==> src/rtl/serial_chunk_adder_if.sv <==
`default_nettype none
// ============================================================================
//  Module      : serial_chunk_adder_if
//  Description : Request/result bundle for serial_chunk_adder. The master side
//                issues start with operands; the slave side returns busy,
//                done and the held result. The sub line exists only when
//                SERIAL_CHUNK_ADDER_SUB_EN is defined.
//  Revision    : 1.0 - initial release
// ============================================================================
interface serial_chunk_adder_if #(
   parameter int WIDTH = 8
);
   logic             start;
   logic [WIDTH-1:0] a;
   logic [WIDTH-1:0] b;
   logic             cin;
`ifdef SERIAL_CHUNK_ADDER_SUB_EN
   logic             sub;
`endif
   logic             busy;
   logic             done;
   logic [WIDTH-1:0] sum;
   logic             cout;

   modport master (
      output start,
      output a,
      output b,
      output cin,
`ifdef SERIAL_CHUNK_ADDER_SUB_EN
      output sub,
`endif
      input  busy,
      input  done,
      input  sum,
      input  cout
   );

   modport slave (
      input  start,
      input  a,
      input  b,
      input  cin,
`ifdef SERIAL_CHUNK_ADDER_SUB_EN
      input  sub,
`endif
      output busy,
      output done,
      output sum,
      output cout
   );
endinterface
`default_nettype wire

==> src/rtl/serial_chunk_adder.sv <==
`default_nettype none
// ============================================================================
//  Module      : serial_chunk_adder
//  Description : Multi-cycle adder. Adds two WIDTH-bit operands CHUNK bits per
//                clock, LSB chunk first, through a CHUNK-bit adder slice and a
//                registered carry. start/busy/done handshake; sum/cout are
//                held from the done pulse until the next accept.
//                Optional feature macro: SERIAL_CHUNK_ADDER_SUB_EN adds the
//                sub input (a - b via inverted B and forced carry-in).
//                WIDTH must be a multiple of CHUNK.
//  Revision    : 1.0 - initial release
// ============================================================================
module serial_chunk_adder #(
   parameter int WIDTH = 8,
   parameter int CHUNK = 1
) (
   input  logic                clk,
   input  logic                rst_n,
   serial_chunk_adder_if.slave bus
);

   localparam int c_N     = WIDTH / CHUNK;
   localparam int c_CNT_W = (c_N > 1) ? $clog2(c_N) : 1;
   localparam logic [c_CNT_W-1:0] c_LAST = c_CNT_W'(c_N - 1);

   typedef enum logic [1:0] {
      ST_IDLE = 2'd0,
      ST_ADD  = 2'd1,
      ST_DONE = 2'd2
   } state_t;

   state_t             r_state;
   logic [WIDTH-1:0]   r_a;
   logic [WIDTH-1:0]   r_b;
   logic [WIDTH-1:0]   r_res;
   logic [WIDTH-1:0]   r_sum;
   logic               r_carry;
   logic               r_cout;
   logic               r_busy;
   logic               r_done;
   logic [c_CNT_W-1:0] r_cnt;

   logic               w_accept;
   logic [WIDTH-1:0]   w_b_load;
   logic               w_c_load;
   logic [CHUNK:0]     w_slice;
   logic [WIDTH-1:0]   w_res_next;

   // A new operation is taken only while not busy (IDLE or the DONE cycle).
   assign w_accept = bus.start && ((r_state == ST_IDLE) || (r_state == ST_DONE));

   // Operand B and initial carry as loaded on accept; subtract folds into them.
`ifdef SERIAL_CHUNK_ADDER_SUB_EN
   assign w_b_load = bus.sub ? ~bus.b : bus.b;
   assign w_c_load = bus.sub ? 1'b1   : bus.cin;
`else
   assign w_b_load = bus.b;
   assign w_c_load = bus.cin;
`endif

   // One CHUNK-wide full-adder slice over the low chunk of the shift registers.
   assign w_slice = {1'b0, r_a[CHUNK-1:0]}
                  + {1'b0, r_b[CHUNK-1:0]}
                  + {{CHUNK{1'b0}}, r_carry};

   // New result chunk enters from the MSB side, older chunks move down.
   generate
      if (CHUNK == WIDTH) begin : g_res_single
         assign w_res_next = w_slice[CHUNK-1:0];
      end else begin : g_res_shift
         assign w_res_next = {w_slice[CHUNK-1:0], r_res[WIDTH-1:CHUNK]};
      end
   endgenerate

   // Control FSM and datapath registers; sum/cout commit only on the last step.
   always_ff @(posedge clk or negedge rst_n) begin
      if (!rst_n) begin
         r_state <= ST_IDLE;
         r_a     <= '0;
         r_b     <= '0;
         r_res   <= '0;
         r_sum   <= '0;
         r_carry <= 1'b0;
         r_cout  <= 1'b0;
         r_busy  <= 1'b0;
         r_done  <= 1'b0;
         r_cnt   <= '0;
      end else begin
         case (r_state)
            ST_IDLE, ST_DONE: begin
               r_done <= 1'b0;
               if (w_accept) begin
                  r_a     <= bus.a;
                  r_b     <= w_b_load;
                  r_carry <= w_c_load;
                  r_cnt   <= '0;
                  r_busy  <= 1'b1;
                  r_state <= ST_ADD;
               end else begin
                  r_state <= ST_IDLE;
               end
            end
            ST_ADD: begin
               r_a     <= r_a >> CHUNK;
               r_b     <= r_b >> CHUNK;
               r_carry <= w_slice[CHUNK];
               r_res   <= w_res_next;
               r_cnt   <= r_cnt + 1'b1;
               if (r_cnt == c_LAST) begin
                  r_sum   <= w_res_next;
                  r_cout  <= w_slice[CHUNK];
                  r_busy  <= 1'b0;
                  r_done  <= 1'b1;
                  r_state <= ST_DONE;
               end
            end
            default: begin
               r_busy  <= 1'b0;
               r_done  <= 1'b0;
               r_state <= ST_IDLE;
            end
         endcase
      end
   end

   assign bus.busy = r_busy;
   assign bus.done = r_done;
   assign bus.sum  = r_sum;
   assign bus.cout = r_cout;

endmodule
`default_nettype wire

==> src/flat_wrapper.sv <==
// flat-port wrapper written by rule: the top's interface ports become plain ports
module serial_chunk_adder_flat 
#(
   parameter int WIDTH = 8,
   parameter int CHUNK = 1
)
  (clk, rst_n, bus_start, bus_a, bus_b, bus_cin, bus_busy, bus_done, bus_sum, bus_cout);
  serial_chunk_adder_if #(.WIDTH(WIDTH)) bus_i ();
  input  logic clk;
  input  logic rst_n;
  input wire logic [$bits(bus_i.start)-1:0] bus_start;
  input wire logic [$bits(bus_i.a)-1:0] bus_a;
  input wire logic [$bits(bus_i.b)-1:0] bus_b;
  input wire logic [$bits(bus_i.cin)-1:0] bus_cin;
  output wire logic [$bits(bus_i.busy)-1:0] bus_busy;
  output wire logic [$bits(bus_i.done)-1:0] bus_done;
  output wire logic [$bits(bus_i.sum)-1:0] bus_sum;
  output wire logic [$bits(bus_i.cout)-1:0] bus_cout;
  assign bus_i.start = bus_start;
  assign bus_i.a = bus_a;
  assign bus_i.b = bus_b;
  assign bus_i.cin = bus_cin;
  assign bus_busy = bus_i.busy;
  assign bus_done = bus_i.done;
  assign bus_sum = bus_i.sum;
  assign bus_cout = bus_i.cout;
  serial_chunk_adder #(.WIDTH(WIDTH), .CHUNK(CHUNK)) u_core (.clk(clk), .rst_n(rst_n), .bus(bus_i));
endmodule
==> config.mk <==
export PLATFORM = sky130hd
export DESIGN_NAME = serial_chunk_adder_flat
export DESIGN_NICKNAME = d
export VERILOG_FILES = /design/src/rtl/serial_chunk_adder_if.sv /design/src/rtl/serial_chunk_adder.sv /design/src/flat_wrapper.sv
export SDC_FILE = /design/constraint.sdc
export NUM_CORES = 1
export LEC_CHECK = 0
export ABC_AREA = 0
export BUFFER_PORTS_ARGS = -buffer_cell sky130_fd_sc_hd__buf_4
export CORE_MARGIN = 2
export CORE_UTILIZATION = 47
export CTS_BUF_LIST = sky130_fd_sc_hd__clkbuf_8 sky130_fd_sc_hd__clkbuf_16
export DETAILED_ROUTE_END_ITERATION = 7
export PLACE_DENSITY = 0.72
export SETUP_SLACK_MARGIN = 0.2
export SLEW_MARGIN = 0
export SYNTH_ARGS = -nofsm -noshare
export SYNTH_HDL_FRONTEND = slang
export SYNTH_SLANG_ARGS = --single-unit
==> constraint.sdc <==
create_clock -name clk -period 1.45 [get_ports clk]
set_clock_uncertainty 0.2 [all_clocks]
set_input_delay 0.145 -clock clk [delete_from_list [all_inputs] [get_ports clk]]
set_output_delay 0.145 -clock clk [all_outputs]
set_load 0.02 [all_outputs]
==> metrics.txt, run 1 <==
post-placement cell count 234; DIE AREA between 4000 and 5000 um^2; share of layout cells above drive strength 1 0.437; vias in the first global route 1399; grt ovf 0; final hold slack -0.0158 ns; total routed wirelength 3780 um; clock period minus worst slack roughly 1.5 ns; Final Core Density 0.717; r2r setup slk -0.09 ns; std cell rows 22; Seq/Total Area, Yosys 0.556; largest net degree at the start of global routing 40; vias per inst a little over 5; gpl congestion 0.814; CP max FO 2; Clock transition at path regs around 0.070 ns; drt drc 0; worst setup margin -0.0869 ns; Compound-Gate Fraction of Synth Area 0.130; HPWL Detailed approximately 2400 um; Die Height between 60 and 70 um; Startpoint Class register; area grow syn2layout 48.2%; kind of critical path register to register; initial antenna violation count 0; final setup fails 10; crit end category register; adder-cell share of the synthesized area 0.0256; overall power 5550 uW; Initial Util 0.483; H-tree depth 2; Antenna diodes 0; Power Dens Cells approximately 2100 nW/um^2; Worst VDD drop approximately 0.001 V; Synth Net Count around 180; CTS max path bufs 2; Yosys top cell area share 0.556; Worst path max stage delay around 0.42 ns; most frequent cells in the layout buf_4 (38), dfrtp_1 (38), dlygate4sd3_1 (17), a21oi_1 (13), nand2_1 (13); worst path arrival time 1.52 ns; Yosys cell types 23; IO Count 31; most frequent CP cell ha_4; Synth Instances around 150; TritonCTS clock tree built; Routed Antenna Nets 0; relative slew slack 0.679; Final Hold Fails 1; violated checks hold timing, setup timing; synthesized area per cell about 12 um^2; multi-input logic area around 840 um^2; YS warnings 0; Post-Place Worst Slack -0.116 ns; core box area 3630 um^2; RSZ-0062 raised after global routing true; Finished Layout Cells ~260; DR iter-0 viols 41; Root Driver clkbuf_8; multiplexer share of the synthesized area 0.130; largest family of logic cells by synthesized area compound AO/OA/AOI/OAI gates; WL per Instance 14.4 um; Mapped Area approximately 1800 um^2; Area contributors post-synth dfrtp_1 (56%), mux2_4 (7.7%), nand2_1 (4.7%); Critical Path RT about 1.4 ns; max-slew violation count 0; register area roughly 1000 um^2; synthesis-stage register bit count 39; clk sinks 39; Simple-Gate Fraction of Synth Area 0.103; Max Cap Viol 0; Worst path slowest cell dfrtp_1; Initial DRT Pass Iterations 4; fraction of synthesized cell area in xor and xnor cells 0; measured slew at the worst slew-check pin slightly below 0.5 ns; clock latency on the worst-skew pair around 0.29 ns; CTS buffer count 5; # fillers 270; vias about 1400; CP top delay family flip-flops; GRT Util Overall 0.203; Tcrit/Tclk final 1.06; HP Class input pin to register; Buf/Inv on CP 0; Lkg Pwr 0.00126 uW; fin nets between 200 and 250; critical-path cell list ha_4, ha_4, mux2_4, a22o_1; outcome finished with violations; Synth area leader dfrtp_1; first-pass GRT wire length ~6400 um; maximum clock rate 651 MHz; port buffer count 30; Die Span X roughly 65 um
[stage by stage]
step                area [um^2]  setup TNS [ns]
floorplan                  1800          -0.456
global placement           2110          -0.345
detailed placement         2110          -0.756
CTS                        2540          -0.524
global route               2600          -0.983
finish                     2600          -0.497
[state kept, by name, summed over array words and instances (netlist names)]
name             cells
u_core.bus.busy      1
u_core.r_b           8
u_core.r_cnt         3
u_core.r_carry       1
u_core.r_res         7
u_core.bus.done      1
u_core.bus.cout      1
u_core.bus.sum       8
u_core.r_state       1
u_core.r_a           8
[final timing paths]
kind	startpoint	to	cells past startpoint
min in group asynchronous	rst_n	u_core.r_res[2]	2
max in group asynchronous	rst_n	u_core.bus.done	2
max reg2reg	u_core.r_cnt[0]	u_core.r_cnt[2]	4
max	u_core.r_cnt[0]	u_core.r_cnt[2]	4
min reg2reg	u_core.bus.sum[3]	u_core.bus.sum[3]	1
min	bus_b[3]	u_core.r_b[3]	3
[what timing repair did]
item / CTS / global route
hold buffers: 17 / 0
pin swaps: 10 / 5
gates resized for setup: 19 / 21
buffers inserted: 3 / 0
endpoints found under the setup margin: 40 / 40
cloned: 1 / 0
endpoints found under the hold margin: 55 / 0
[kinds of logic after synthesis]
kind of cell | after synthesis
simple gates | 36
buf+inv | 19
flops | 39
mux | 18
compound gates | 37
fa+ha+maj | 3
[worst min-delay path, stage by stage]
cell	delay [ns]
buf_4	0.08
o22ai_1	0.08
a21oi_2	0.12
[routing by layer]
metal  up-vias  global-route usage  routed length (um)
li1        645                   -                   -
met1       665               0.243                1590
met2        36               0.356                1980
met3         8              0.0428                 146
met4         0              0.0833                  65
met5         -                   0                   0
[synthesized netlist by cell type]
master and n:
dfrtp_1 39, nand2_1 22, a21oi_1 15, inv_1 10
mux2_4 9, o22ai_1 9, nor2b_1 7, a211oi_1 6
buf_2 6, mux2i_1 6, a22o_1 4, mux2_2 3
buf_6 2, ha_1 2, nand2b_1 2, nor2_1 2
o21ai_0 2, a21o_1 1, and2b_1 1, buf_4 1
fa_1 1, nand2_8 1, nor2_2 1
[power by group]
part / internal (uW) / switching [uW]
logic: 1340 / 1170
registers: 1590 / 385
clock network: 681 / 378
[layout make-up]
cell class	instances	share of cell area
Inverter	10	0.0144
Multi-Input combinational cell	95	0.322
Clock buffer	5	0.0264
Sequential cell	39	0.375
Clock inverter	3	0.0245
Tap cell	48	0.0231
Timing Repair Buffer	63	0.214
No activity file was read; power rests on OpenSTA's default activity.
==> inputs of run 2 (changes only) <==
--- a/config.mk
+++ b/config.mk
@@ -6,12 +6,12 @@
 export NUM_CORES = 1
 export LEC_CHECK = 0
 export ABC_AREA = 0
-export BUFFER_PORTS_ARGS = -buffer_cell sky130_fd_sc_hd__buf_4
 export CORE_MARGIN = 2
 export CORE_UTILIZATION = 47
 export CTS_BUF_LIST = sky130_fd_sc_hd__clkbuf_8 sky130_fd_sc_hd__clkbuf_16
 export DETAILED_ROUTE_END_ITERATION = 7
-export PLACE_DENSITY = 0.72
+export DONT_BUFFER_PORTS = 1
+export RECOVER_POWER = 50
 export SETUP_SLACK_MARGIN = 0.2
 export SLEW_MARGIN = 0
 export SYNTH_ARGS = -nofsm -noshare
==> metrics.txt, run 2 (synthesis results as in run 1) <==
outcome finished with violations (unchanged); violated checks hold timing, setup timing (unchanged); Worst path max stage delay 0.42 ns (about the same); Clock power frac 0.149 (was 0.191); HPWL Detailed 2230 um (was 2380 um); maximum clock rate 652 MHz (was 651 MHz); Final Hold Fails 42 (was 1); vias in the first global route 1328 (was 1399); drt drc 0 (unchanged); initial antenna violation count 0 (unchanged); Tcrit/Tclk final 1.06 (about the same); Antenna diodes 0 (unchanged); relative slew slack 0.612 (was 0.679); CTS max path bufs 2 (unchanged); Power Dens Cells 2220 nW/um^2 (was 2130 nW/um^2); reg2reg start u_core.r_cnt[0] (unchanged); Die Height 65.1 um (unchanged); worst setup margin -0.0836 ns (was -0.0869 ns); Worst VDD drop 0.00120 V (was 0.00102 V); commonest non-fill, non-tap cell in the layout dfrtp_1; kind of critical path register to register (unchanged); Reg-to-Reg End u_core.r_cnt[2] (unchanged); CTS buffer count 5 (unchanged); Comb power frac 0.480 (was 0.453); Initial DRT Pass Iterations 4 (unchanged); TritonCTS clock tree built (unchanged); final hold slack -0.661 ns (was -0.0158 ns); clock period minus worst slack 1.53 ns (was 1.54 ns); crit end category register (unchanged); clock latency on the worst-skew pair 0.29 ns (about the same); H-tree depth 2 (unchanged); overall power 5820 uW (was 5550 uW); DIE AREA 4240 um^2 (unchanged); largest net degree at the start of global routing 40 (unchanged); sequential power share 0.372 (was 0.357); Final Core Density 0.721 (was 0.717); GRT Util Overall 0.204 (was 0.203); most frequent CP cell ha_4 (unchanged); IO Count 31 (unchanged); Post-DP Area 1890 um^2 (was 2110 um^2); RSZ-0062 raised after global routing true (unchanged); Initial Util 0.483 (unchanged); WL per Instance 17.1 um (was 14.4 um); clk sinks 39 (unchanged); HP Class input pin to async pin (was input pin to register); Critical Path RT 1.43 ns (about the same); vias 1315 (was 1354); Worst path slowest cell dfrtp_1 (unchanged); share of layout cells above drive strength 1 0.477 (was 0.437); Max Cap Viol 0 (unchanged); gpl congestion 0.745 (was 0.814); port buffer count 0 (was 30); DR iter-0 viols 65 (was 41); final setup fails 18 (was 10); first-pass GRT wire length 6470 um (was 6400 um); Root Driver clkbuf_8 (unchanged); Switching Fraction 0.369 (was 0.349); measured slew at the worst slew-check pin 0.580 ns (was 0.482 ns); std cell rows 22 (unchanged); Int Power 3670 uW (was 3610 uW); vias per inst 5.37 (was 5.15); core box area 3630 um^2 (unchanged); Clock transition at path regs 0.08 ns (was 0.07 ns); total routed wirelength 4190 um (was 3780 um); worst path arrival time 1.52 ns (about the same); Die Span X 65.1 um (unchanged); Startpoint Class register (unchanged); area grow syn2layout 49.2% (was 48.2%); r2r setup slk -0.08 ns (was -0.09 ns); Net Switching 2150 uW (was 1940 uW); critical-path cell list ha_4, ha_4, mux2_4, a22o_1 (unchanged); CP Launch Point u_core.r_cnt[0] (unchanged); final instance area 2620 um^2 (was 2600 um^2); fin nets 220 (was 237); grt ovf 0 (unchanged); CP max FO 2 (unchanged); max-slew violation count 0 (unchanged); most frequent cells in the layout dfrtp_1 (38), dlygate4sd3_1 (18), nand2_1 (13), buf_4 (12), mux2_4 (11) (was buf_4 (38), dfrtp_1 (38), dlygate4sd3_1 (17), a21oi_1 (13), nand2_1 (13)); Lkg Pwr 0.00118 uW (was 0.00126 uW); Reg2Reg Depth 4 (unchanged); Routed Antenna Nets 0 (unchanged)
-- run 2: routing by layer --
| metal | track usage | share of wire |
|---|---|---|
| met1 | 0.262 | 0.44 |
| met2 | 0.331 | 0.50 |
| met3 | 0.0599 | 0.038 |
| met4 | 0.0703 | 0.018 |
| met5 | 0 | 0 |
-- run 2: cell type report --
class | instances | area, um^2
well taps | 48 | 60.1
inverters | 10 | 37.5
multi-input cells | 97 | 977
fillers | 265 | 1010
repair buffers | 44 | 463
clock inverters | 2 | 37.5
flip-flops and latches | 39 | 977
clock buffers | 5 | 68.8
-- run 2: critical path: cells and delay by family (launching register included) --
family                     cells  cell delay (ns)
DFF                            1             0.42
adders and majority gates      2             0.38
muxes                          1             0.26
AOI/OAI and AO/OA              1             0.18
-- run 2: power groups by stage --
| stage | Clock, uW | Sequential (uW) | Combinational (uW) |
|---|---|---|---|
| 2_1_floorplan | 0 | 2030 | 1390 |
| 3_3_place_gp | 0 | 2080 | 1630 |
| 3_5_place_dp | 0 | 2110 | 1710 |
| 4_1_cts | 887 | 2140 | 2330 |
| 5_1_grt | 937 | 2230 | 3030 |
| 6_report | 865 | 2160 | 2790 |
-- run 2: worst max path at each step --
stage / to / slack, ns / depth (start not counted)
after floorplan: u_core.r_cnt[2] / -0.07 / 4
after global placement: u_core.r_cnt[2] / -0.06 / 4
after detailed placement: u_core.r_cnt[2] / -0.10 / 4
after CTS: u_core.r_cnt[2] / -0.07 / 4
after global routing: u_core.r_cnt[2] / -0.11 / 4
final: u_core.r_cnt[2] / -0.08 / 4
-- run 2: timing repair --
| action | CTS | global route |
|---|---|---|
| setup buffers | 6 | 5 |
| hold buffers | 14 | 4 |
| gates cloned | 2 | 2 |
| setup endpoints to repair | 39 | 40 |
| endpoints found under the hold margin | 58 | 52 |
| pin swaps | 24 | 13 |
| gates resized for setup | 48 | 20 |
-- run 2: metrics by stage --
step / instances / setup TNS (ns) / worst slack (ns) / hold WS (ns)
2_1_floorplan: 152 / -0.456 / -0.0675 / -0.351
3_3_place_gp: 205 / -0.385 / -0.0613 / -0.350
3_5_place_dp: 205 / -0.824 / -0.102 / -0.350
4_1_cts: 234 / -0.525 / -0.0746 / -0.669
5_1_grt: 245 / -1.31 / -0.106 / -0.681
6_report: 245 / -0.751 / -0.0836 / -0.661
==> inputs of run 3 (changes only) <==
==> constraint.sdc (replaced) <==
create_clock -name clk -period 1.45 [get_ports clk]
set_clock_uncertainty 0.2 [all_clocks]
set_input_delay 0.0725 -clock clk [delete_from_list [all_inputs] [get_ports clk]]
set_output_delay 0.0725 -clock clk [all_outputs]
set_load 0.02 [all_outputs]
==> metrics.txt, run 3 (synthesis results as in run 1) <==
first-pass GRT wire length 6490 um (was 6470 um); TritonCTS clock tree built (unchanged); grt ovf 0 (unchanged); drt drc 0 (unchanged); Lkg Pwr 0.00118 uW (about the same); relative slew slack 0.375 (was 0.612); IO Count 31 (unchanged); maximum clock rate 651 MHz (was 652 MHz); violated checks hold timing, setup timing (unchanged); clock period minus worst slack 1.54 ns (was 1.53 ns); clock latency on the worst-skew pair 0.29 ns (about the same); Post-Place Worst Slack -0.102 ns (unchanged); kind of critical path register to register (unchanged); HPWL Detailed 2230 um (unchanged); DIE AREA 4240 um^2 (unchanged); WL met3 196 um (was 160 um); hold buffers post-CTS 16 (was 14); Worst VDD drop 0.00119 V (was 0.00120 V); final instance area 2600 um^2 (was 2620 um^2); Clock power frac 0.148 (was 0.149); measured slew at the worst slew-check pin 0.938 ns (was 0.580 ns); Setup TNS Final -0.565 ns (was -0.751 ns); GRT Util Overall 0.205 (was 0.204); Int Power 3670 uW (about the same); Routed Antenna Nets 0 (unchanged); area grow syn2layout 48.2% (was 49.2%); overall power 5840 uW (was 5820 uW); met2 wire length 1970 um (was 2100 um); CTS buffer count 5 (unchanged); most frequent cells in the layout dfrtp_1 (38), dlygate4sd3_1 (15), nand2_1 (12), buf_4 (12), mux2_4 (11) (was dfrtp_1 (38), dlygate4sd3_1 (18), nand2_1 (13), buf_4 (12), mux2_4 (11)); Startpoint Class register (unchanged); final hold slack -0.242 ns (was -0.661 ns); Initial DRT Pass Iterations 4 (unchanged); top sig layer met4 (unchanged); Antenna diodes 0 (unchanged); worst setup margin -0.0854 ns (was -0.0836 ns); commonest non-fill, non-tap cell in the layout dfrtp_1 (unchanged); final setup fails 11 (was 18); # fillers 268 (was 265); Max Cap Viol 0 (unchanged); sequential power share 0.371 (was 0.372); worst path arrival time 1.52 ns (about the same); WL per Instance 16.9 um (was 17.1 um); Clock transition at path regs 0.08 ns (about the same); Switching Fraction 0.371 (was 0.369); largest net degree at the start of global routing 40 (unchanged); share of layout cells above drive strength 1 0.492 (was 0.477); HP Class input pin to register (was input pin to async pin); vias per inst 5.30 (was 5.37); core box area 3630 um^2 (unchanged); total routed wirelength 4110 um (was 4190 um); Final Hold Fails 19 (was 42); H-tree depth 2 (unchanged); port buffer count 0 (unchanged); Power Dens Cells 2240 nW/um^2 (was 2220 nW/um^2); CP max FO 2 (unchanged); max-slew violation count 0 (unchanged); gpl congestion 0.745 (unchanged); Critical Path RT 1.43 ns (about the same); std cell rows 22 (unchanged); Root Driver clkbuf_8 (unchanged); vias 1287 (was 1315); crit end category register (unchanged); RSZ-0062 raised after global routing true (unchanged); Initial Util 0.483 (unchanged); clk sinks 39 (unchanged); Post-DP Area 1890 um^2 (unchanged); initial antenna violation count 0 (unchanged); vias in the first global route 1335 (was 1328); Net Switching 2160 uW (was 2150 uW); outcome finished with violations (unchanged); CTS max path bufs 2 (unchanged); DR iter-0 viols 76 (was 65); M1 WL 1870 um (was 1850 um); Comb power frac 0.481 (was 0.480); fin nets 218 (was 220); Die Span X 65.1 um (unchanged); Die Height 65.1 um (unchanged); Tcrit/Tclk final 1.06 (about the same)
## run 3: cell count changes in the layout (fill, tap and decap cells not counted)
cell           before  now
nand2_4             2    3
clkbuf_2            0    1
dlygate4sd3_1      18   15
nand2_1            13   12
## run 3: critical path: stages (launching register included)
cell	delay (ns)
dfrtp_1	0.42
ha_4	0.18
ha_4	0.20
mux2_4	0.26
a22o_1	0.18
## run 3: per-layer routing
metal / GRT usage / vias up
li1: - / 609
met1: 0.263 / 638
met2: 0.331 / 31
met3: 0.0616 / 9
met4: 0.0755 / 0
met5: 0 / -
## run 3: per-stage QoR
step | utilization | hold WS [ns] | std cells
detailed placement | 0.521 | -0.422 | 205
global placement | 0.521 | -0.422 | 205
floorplan | - | -0.423 | 152
CTS | 0.671 | -0.239 | 236
global route | 0.717 | -0.254 | 243
finish | 0.717 | -0.242 | 243
## run 3: what timing repair did
| item | CTS | global route |
|---|---|---|
| pin swaps | 24 | 14 |
| gates cloned | 2 | 2 |
| hold endpoints to repair | 60 | 21 |
| resized for setup | 48 | 22 |
| endpoints found under the setup margin | 39 | 40 |
| buffers inserted | 6 | 5 |
## run 3: final timing paths
path / slack [ns] / from / endpoint / depth (start not counted)
worst max register to register: -0.09 / u_core.r_cnt[0] / u_core.r_cnt[2] / 4
max in group asynchronous: 0.14 / rst_n / u_core.bus.done / 2
worst max-delay path: -0.09 / u_core.r_cnt[0] / u_core.r_cnt[2] / 4
worst min-delay path: -0.24 / bus_start / u_core.bus.busy / 2
worst min register to register: 0.31 / u_core.r_res[1] / u_core.r_res[1] / 2
min in group asynchronous: 0.26 / rst_n / u_core.bus.sum[2] / 2
## run 3: power groups by stage
stage / clock network [uW] / registers [uW] / logic (uW)
final: 865 / 2160 / 2810
after global routing: 935 / 2230 / 3060
after CTS: 887 / 2140 / 2360
after detailed placement: 0 / 2110 / 1710
after global placement: 0 / 2080 / 1630
after floorplan: 0 / 2030 / 1390
## run 3: cell type report
class	count	area (um^2)	share of cell area
repair buffers	42	438	0.168
clock buffers	5	68.8	0.0264
flip-flops and latches	39	977	0.375
inverters	10	37.5	0.0144
multi-input cells	97	985	0.378
clock inverters	2	37.5	0.0144
well taps	48	60.1	0.0231
